`config.mk`:
```
export PLATFORM = sky130hd
export DESIGN_NAME = a2d_sched
export DESIGN_NICKNAME = d
export VERILOG_FILES = /design/src/rtl/a2d_sched_pkg.sv /design/src/rtl/a2d_sched_batt_filt.sv /design/src/rtl/a2d_sched.sv
export SDC_FILE = /design/constraint.sdc
export NUM_CORES = 1
export LEC_CHECK = 0
export CAP_MARGIN = 20
export CELL_PAD_IN_SITES_DETAIL_PLACEMENT = 0
export CELL_PAD_IN_SITES_GLOBAL_PLACEMENT = 2
export CORE_MARGIN = 1
export CORE_UTILIZATION = 25
export CTS_CLUSTER_DIAMETER = 50
export DETAILED_ROUTE_END_ITERATION = 8
export GPL_TIMING_DRIVEN = 0
export PLACE_DENSITY = 0.77
export SLEW_MARGIN = 5
export SYNTH_ARGS = -nofsm -noshare
export SYNTH_HDL_FRONTEND = slang
export SYNTH_SLANG_ARGS = --single-unit
```
`constraint.sdc`:
```
create_clock -name clk -period 1.61 [get_ports clk]
set_clock_uncertainty 0.2 [all_clocks]
set_input_delay 0.322 -clock clk [delete_from_list [all_inputs] [get_ports clk]]
set_output_delay 0.322 -clock clk [all_outputs]
set_load 0.01 [all_outputs]
```
`src/rtl/a2d_sched_pkg.sv`:
```
// A2D conversion scheduler: shared states, channel codes and cmd layout.
package a2d_sched_pkg;

    typedef enum logic [2:0] {
        IDLE,
        TX1,
        GAP,
        TX2,
        UPD
    } state_t;

    localparam int CH_W  = 3;
    localparam int PAD_W = 2;
    localparam int LO_W  = 11;

    localparam logic [CH_W-1:0] CH_LFT  = 3'd0;
    localparam logic [CH_W-1:0] CH_RGHT = 3'd4;
    localparam logic [CH_W-1:0] CH_BATT = 3'd5;

    function automatic logic [15:0] mk_cmd(input logic [CH_W-1:0] ch);
        return {{PAD_W{1'b0}}, ch, {LO_W{1'b0}}};
    endfunction

    function automatic logic [CH_W-1:0] next_ch(input logic [CH_W-1:0] ch);
        logic [CH_W-1:0] n;
        n = CH_LFT;
        unique case (1'b1)
            (ch == CH_LFT):  n = CH_RGHT;
            (ch == CH_RGHT): n = CH_BATT;
            default:         n = CH_LFT;
        endcase
        return n;
    endfunction

endpackage

```
`src/rtl/a2d_sched_batt_filt.sv`:
```
// Battery 4-sample running average, used only with A2D_SCHED_BATT_FILT_EN.
module a2d_batt_filt #(
    parameter logic [11:0] BATT_THRES = 12'h800
) (
    input  logic        clk,
    input  logic        rst,
    input  logic        wr,
    input  logic [11:0] smp,
    output logic [11:0] avg,
    output logic        low
);

    logic [11:0] q [4];
    logic [13:0] sum;
    logic [13:0] sum_n;

    assign sum   = 14'(q[0]) + 14'(q[1]) + 14'(q[2]) + 14'(q[3]);
    // Window after this write, so low tracks the value avg will show.
    assign sum_n = 14'(smp) + 14'(q[0]) + 14'(q[1]) + 14'(q[2]);
    assign avg   = sum[13:2];

    always_ff @(posedge clk) begin
        if (rst) begin
            for (int i = 0; i < 4; i++) q[i] <= 12'hFFF;
            low <= 1'b0;
        end else if (wr) begin
            q[0] <= smp;
            q[1] <= q[0];
            q[2] <= q[1];
            q[3] <= q[2];
            low  <= (sum_n[13:2] < BATT_THRES);
        end
    end

endmodule

```
`src/rtl/a2d_sched.sv`:
```
// Round-robin A2D scheduler: two SPI transactions per channel conversion.
// Optional battery averaging filter enabled by A2D_SCHED_BATT_FILT_EN.
module a2d_sched
    import a2d_sched_pkg::*;
#(
    parameter logic [11:0] BATT_THRES = 12'h800,
    parameter int          GAP_CYC    = 4
) (
    input  logic        clk,
    input  logic        rst,
    input  logic        nxt,
    input  logic        done,
    input  logic [15:0] rd_data,
    output logic        wrt,
    output logic [15:0] cmd,
    output logic [11:0] lft_ld,
    output logic [11:0] rght_ld,
    output logic [11:0] batt,
    output logic        batt_low,
    output logic        busy
);

    state_t          state, state_n;
    logic [3:0]      gap_cnt, gap_cnt_n;
    logic [CH_W-1:0] ch, ch_n;
    logic            wrt_n;
    logic [11:0]     res;
    logic            batt_wr;
    logic            unused_hi;

    assign unused_hi = ^rd_data[15:12];

    always_ff @(posedge clk) begin
        if (rst) begin
            state   <= IDLE;
            gap_cnt <= 4'd0;
            ch      <= CH_LFT;
        end else begin
            state   <= state_n;
            gap_cnt <= gap_cnt_n;
            ch      <= ch_n;
        end
    end

    always_comb begin
        state_n   = state;
        gap_cnt_n = gap_cnt;
        ch_n      = ch;
        wrt_n     = 1'b0;
        unique case (state)
            IDLE: if (nxt) begin
                state_n = TX1;
                wrt_n   = 1'b1;
            end
            TX1: if (done) begin
                state_n   = GAP;
                gap_cnt_n = 4'd0;
            end
            GAP: if (gap_cnt == 4'(GAP_CYC - 1)) begin
                state_n = TX2;
                wrt_n   = 1'b1;
            end else begin
                gap_cnt_n = gap_cnt + 4'd1;
            end
            TX2: if (done) state_n = UPD;
            UPD: begin
                state_n = IDLE;
                ch_n    = next_ch(ch);
            end
            default: state_n = IDLE;
        endcase
    end

    assign batt_wr = (state == UPD) && (ch == CH_BATT);

    always_ff @(posedge clk) begin
        if (rst) begin
            wrt     <= 1'b0;
            cmd     <= 16'h0000;
            busy    <= 1'b0;
            res     <= 12'h000;
            lft_ld  <= 12'h000;
            rght_ld <= 12'h000;
        end else begin
            wrt  <= wrt_n;
            busy <= (state_n != IDLE);
            if (state == IDLE && nxt) cmd <= mk_cmd(ch);
            if (state == TX2 && done) res <= rd_data[11:0];
            if (state == UPD && ch == CH_LFT) lft_ld <= res;
            if (state == UPD && ch == CH_RGHT) rght_ld <= res;
        end
    end

`ifdef A2D_SCHED_BATT_FILT_EN
    a2d_batt_filt #(
        .BATT_THRES(BATT_THRES)
    ) u_filt (
        .clk(clk),
        .rst(rst),
        .wr (batt_wr),
        .smp(res),
        .avg(batt),
        .low(batt_low)
    );
`else
    always_ff @(posedge clk) begin
        if (rst) begin
            batt     <= 12'hFFF;
            batt_low <= 1'b0;
        end else if (batt_wr) begin
            batt     <= res;
            batt_low <= (res < BATT_THRES);
        end
    end
`endif

endmodule

```
==> results of run 1 <==
-- layer usage --
layer	vias up	routed length [µm]
met5	-	0
met4	0	118
met3	9	286
met2	58	3010
met1	945	3230
li1	1057	-
-- synth_stat cells (all sizes together) (3+ instances only) --
| master | instances | area share, % |
|---|---|---|
| clkbuf | 11 | 1.6 |
| nor3b | 5 | 2.3 |
| buf | 21 | 6.5 |
| nand2b | 38 | 9.0 |
| o21ai | 3 | 0.57 |
| nor3 | 3 | 0.57 |
| dfxtp | 62 | 47 |
| nor2 | 28 | 4.0 |
| nand2 | 25 | 3.6 |
| mux2i | 37 | 14 |
| a21oi | 16 | 3.0 |
-- metrics by stage --
stage	power [mW]	std cells	setup TNS, ns
floorplan	1.73	287	-0.0706
global placement	1.81	478	-13.19
detailed placement	1.81	478	-13.51
CTS	3.29	505	-0.766
global route	3.39	506	-0.649
finish	3.26	506	0
-- layout make-up --
cell class / instances / area, µm²
flip-flops and latches: 62 / 1250
clock buffers: 11 / 151
well taps: 136 / 170
fillers: 1079 / 6470
plain buffers: 26 / 173
inverters: 2 / 7.51
clock inverters: 5 / 63.8
repair buffers: 73 / 698
multi-input cells: 191 / 1290
-- flip-flops by register name, summed over array words and instances (netlist names), 2 cells and up --
name     cells
state        3
ch           2
res         12
cmd          2
rght_ld     12
lft_ld      12
gap_cnt      4
batt        12
-- power by group through the flow --
stage / sequential [mW] / combinational [mW] / clock (mW)
after floorplan: 1.59 / 0.140 / 0
final: 1.56 / 0.227 / 1.48
after global placement: 1.59 / 0.217 / 0
after global routing: 1.56 / 0.248 / 1.58
after CTS: 1.56 / 0.217 / 1.52
after detailed placement: 1.59 / 0.217 / 0
-- cell families after synthesis --
group	after synthesis
multiplexers	38
adder cells (fa/ha/maj)	1
AND/OR/NAND/NOR	113
AO/OA/AOI/OAI	24
buffers and inverters	34
flip-flops	62
XOR/XNOR	1
other	1
-- worst max-delay path, delay by kind of cell (launching register included) --
kind | cells | cell delay [ns]
buf+inv | 1 | 0.19
flops | 1 | 0.36
mux | 1 | 0.19
simple gates | 2 | 0.57
-- worst max path at each step --
| stage | cells after the start | start | to | slack [ns] |
|---|---|---|---|---|
| after global placement | 5 | done | res[9] | -0.45 |
| after CTS | 7 | state[2] | batt[0] | -0.07 |
| after floorplan | 5 | state[1] | lft_ld[10] | -0.007 |
| after detailed placement | 5 | done | res[3] | -0.46 |
| final | 4 | state[1] | lft_ld[2] | 0.02 |
| after global routing | 4 | state[1] | lft_ld[2] | -0.08 |
-- timing repair --
action / CTS / global route
endpoints found under the hold margin: 0 / 0
gates cloned: 3 / 0
pin swaps: 1 / 2
endpoints found under the setup margin: 86 / 52
resized for setup: 64 / 15
setup buffers: 11 / 5
==> results.sh, run 1 <==
export IMPL_status="finished, violations left"
export IMPL_violations="design-rule violations"
export IMPL_cts_num_sinks=62
export IMPL_gp_congestion=0.730
export IMPL_slew_viol_final=0
export IMPL_avgSynthCellArea_um2=9.60
export IMPL_clock_latency_ns=0.34
export IMPL_critPathMaxFanout=5
export IMPL_grt_use_met1_pct=16.3
export IMPL_grt_pass1_vias=2017
export IMPL_p_per_area_nw_per_um2=856
export IMPL_min_to="lft_ld[6]"
export IMPL_cpMostUsedCell="nor3b_4"
export IMPL_die_w_um=105
export IMPL_avgRoutedWirePerCell_um=13.1
export IMPL_ys_warn_count=0
export IMPL_worst_setup_path_end_kind="flip-flop"
export IMPL_grt_busiest_layer="met2"
export IMPL_initialDrtViolationCount=64
export IMPL_cts_made_buffers=9
export IMPL_cts_max_path_buffers=2
export IMPL_cts_root_buf="clkbuf_8"
export IMPL_antenna_found_initial=0
export IMPL_via_count=2069
export IMPL_use_met2_pct=19.8
export IMPL_r2r_slack_ns=0.02
export IMPL_synth_cell_types=35
export IMPL_holdCritStartpoint="rst"
export IMPL_fmax_mhz=628
export IMPL_grt_max_degree=13
export IMPL_slowest_delay_ns=0.36
export IMPL_final_common_cell="dfxtp_1"
export IMPL_fp_row_count=37
export IMPL_drt_first_pass_iters=6
export IMPL_clk_pin_slew_ns=0.08
export IMPL_grt_ovfl_total=0
export IMPL_ys_flop_type="dfxtp_1"
export IMPL_power_leakage_nw=1.62
export IMPL_p_clk_share_pct=45.3
export IMPL_hold_path_class="in2reg"
export IMPL_synth_cells=274
export IMPL_reg2reg_depth=4
export IMPL_gr_usage_met3_pct=2.74
export IMPL_diodes=0
export IMPL_synth_top_family_by_area="simple AND/OR/NAND/NOR gates"
export IMPL_preCtsSetupSlack_ns=-0.461
export IMPL_rr_endpoint="lft_ld[2]"
export IMPL_cp_slowest_cell="dfxtp_4"
export IMPL_grt_pass1_wl_um=10500
export IMPL_seqPwrFrac_pct=47.7
export IMPL_area_growth_pct=44.7
export IMPL_finalInstanceArea_um2=3810
export IMPL_intPower_mw=2.48
export IMPL_cap_violations=0
export IMPL_synthSimpleGateAreaFrac_pct=24.0
export IMPL_synth_mux_area_share_pct=14.5
export IMPL_crit_chain="nor3b_4, nor3b_4, buf_6, mux2i_1"
export IMPL_cp_arrival_ns=1.66
export IMPL_fin_ws_ns=0.0168
export IMPL_portBuffers=55
export IMPL_share_comb_of_total_power_pct=7.0
export IMPL_ios=75
export IMPL_mostFrequentLayoutCells="dfxtp_1 (58), dlygate4sd2_1 (41), nand2b_1 (38), mux2i_1 (37), nor2_1 (27)"
export IMPL_synthesis_area_um2=2630
export IMPL_worstReg2RegStart="state[1]"
export IMPL_postLayoutCoreUtil_pct=37.1
export IMPL_ys_seq_area_share_pct=47.2
export IMPL_synth_async_reset_ratio_pct=0
export IMPL_hold_viol=0
export IMPL_drive_gt1_share_pct=19.7
export IMPL_drcViolationCount=2
export IMPL_worstSetupPathType="reg2reg"
export IMPL_finalCriticalPeriod_ns=1.59
export IMPL_hold_path_depth=3
export IMPL_finalSetupViolCount=0
export IMPL_cts_tree="yes"
export IMPL_rsz0062_at_grt="true"
export IMPL_synth_edf_count=0
export IMPL_synth_compound_area_share_pct=5.04
export IMPL_post_dp_hpwl_um=4520
export IMPL_routed_wl_um=6640
export IMPL_finalCritPeriodShare_pct=99.0
export IMPL_p_sw_share_pct=24.0
export IMPL_core_area_um2=10300
export IMPL_htree_levels=3
export IMPL_holdWs_ns=0.266
export IMPL_viasPerCell=4.09
export IMPL_required_ns=1.68
export IMPL_p_sw_uw=783
export IMPL_max_slew_margin_rel_pct=63.1
export IMPL_synthXorXnorAreaFrac_pct=0.333
export IMPL_worst_slew_pin_slew_ns=0.554
export IMPL_synth_seq_cells=62
export IMPL_start_util_pct=25.6
export IMPL_ir_worst_vdd_uv=318
export IMPL_dieArea_um2=10900
export IMPL_die_y_um=105
export IMPL_synth_adder_area_share_pct=0.476
export IMPL_cp_start_kind="flip-flop"
export IMPL_place_area_um2=3410
export IMPL_grt_use_total_pct=12.6
export IMPL_nNetsFinal=386
export IMPL_ant_nets=0
export IMPL_holdBufCountCts=0
Note: power is estimated with default switching activity, not from simulation.
==> inputs of run 2 (changes only) <==
- RECOVER_POWER: unset -> 25
==> results of run 2 <==
Final layout, timing and power as in run 1 (identical DEF).
==> inputs of run 3 (changes only) <==
- CTS_CLUSTER_DIAMETER: 50 -> unset
==> results of run 3 <==
Final layout, timing and power as in run 1 (identical DEF).
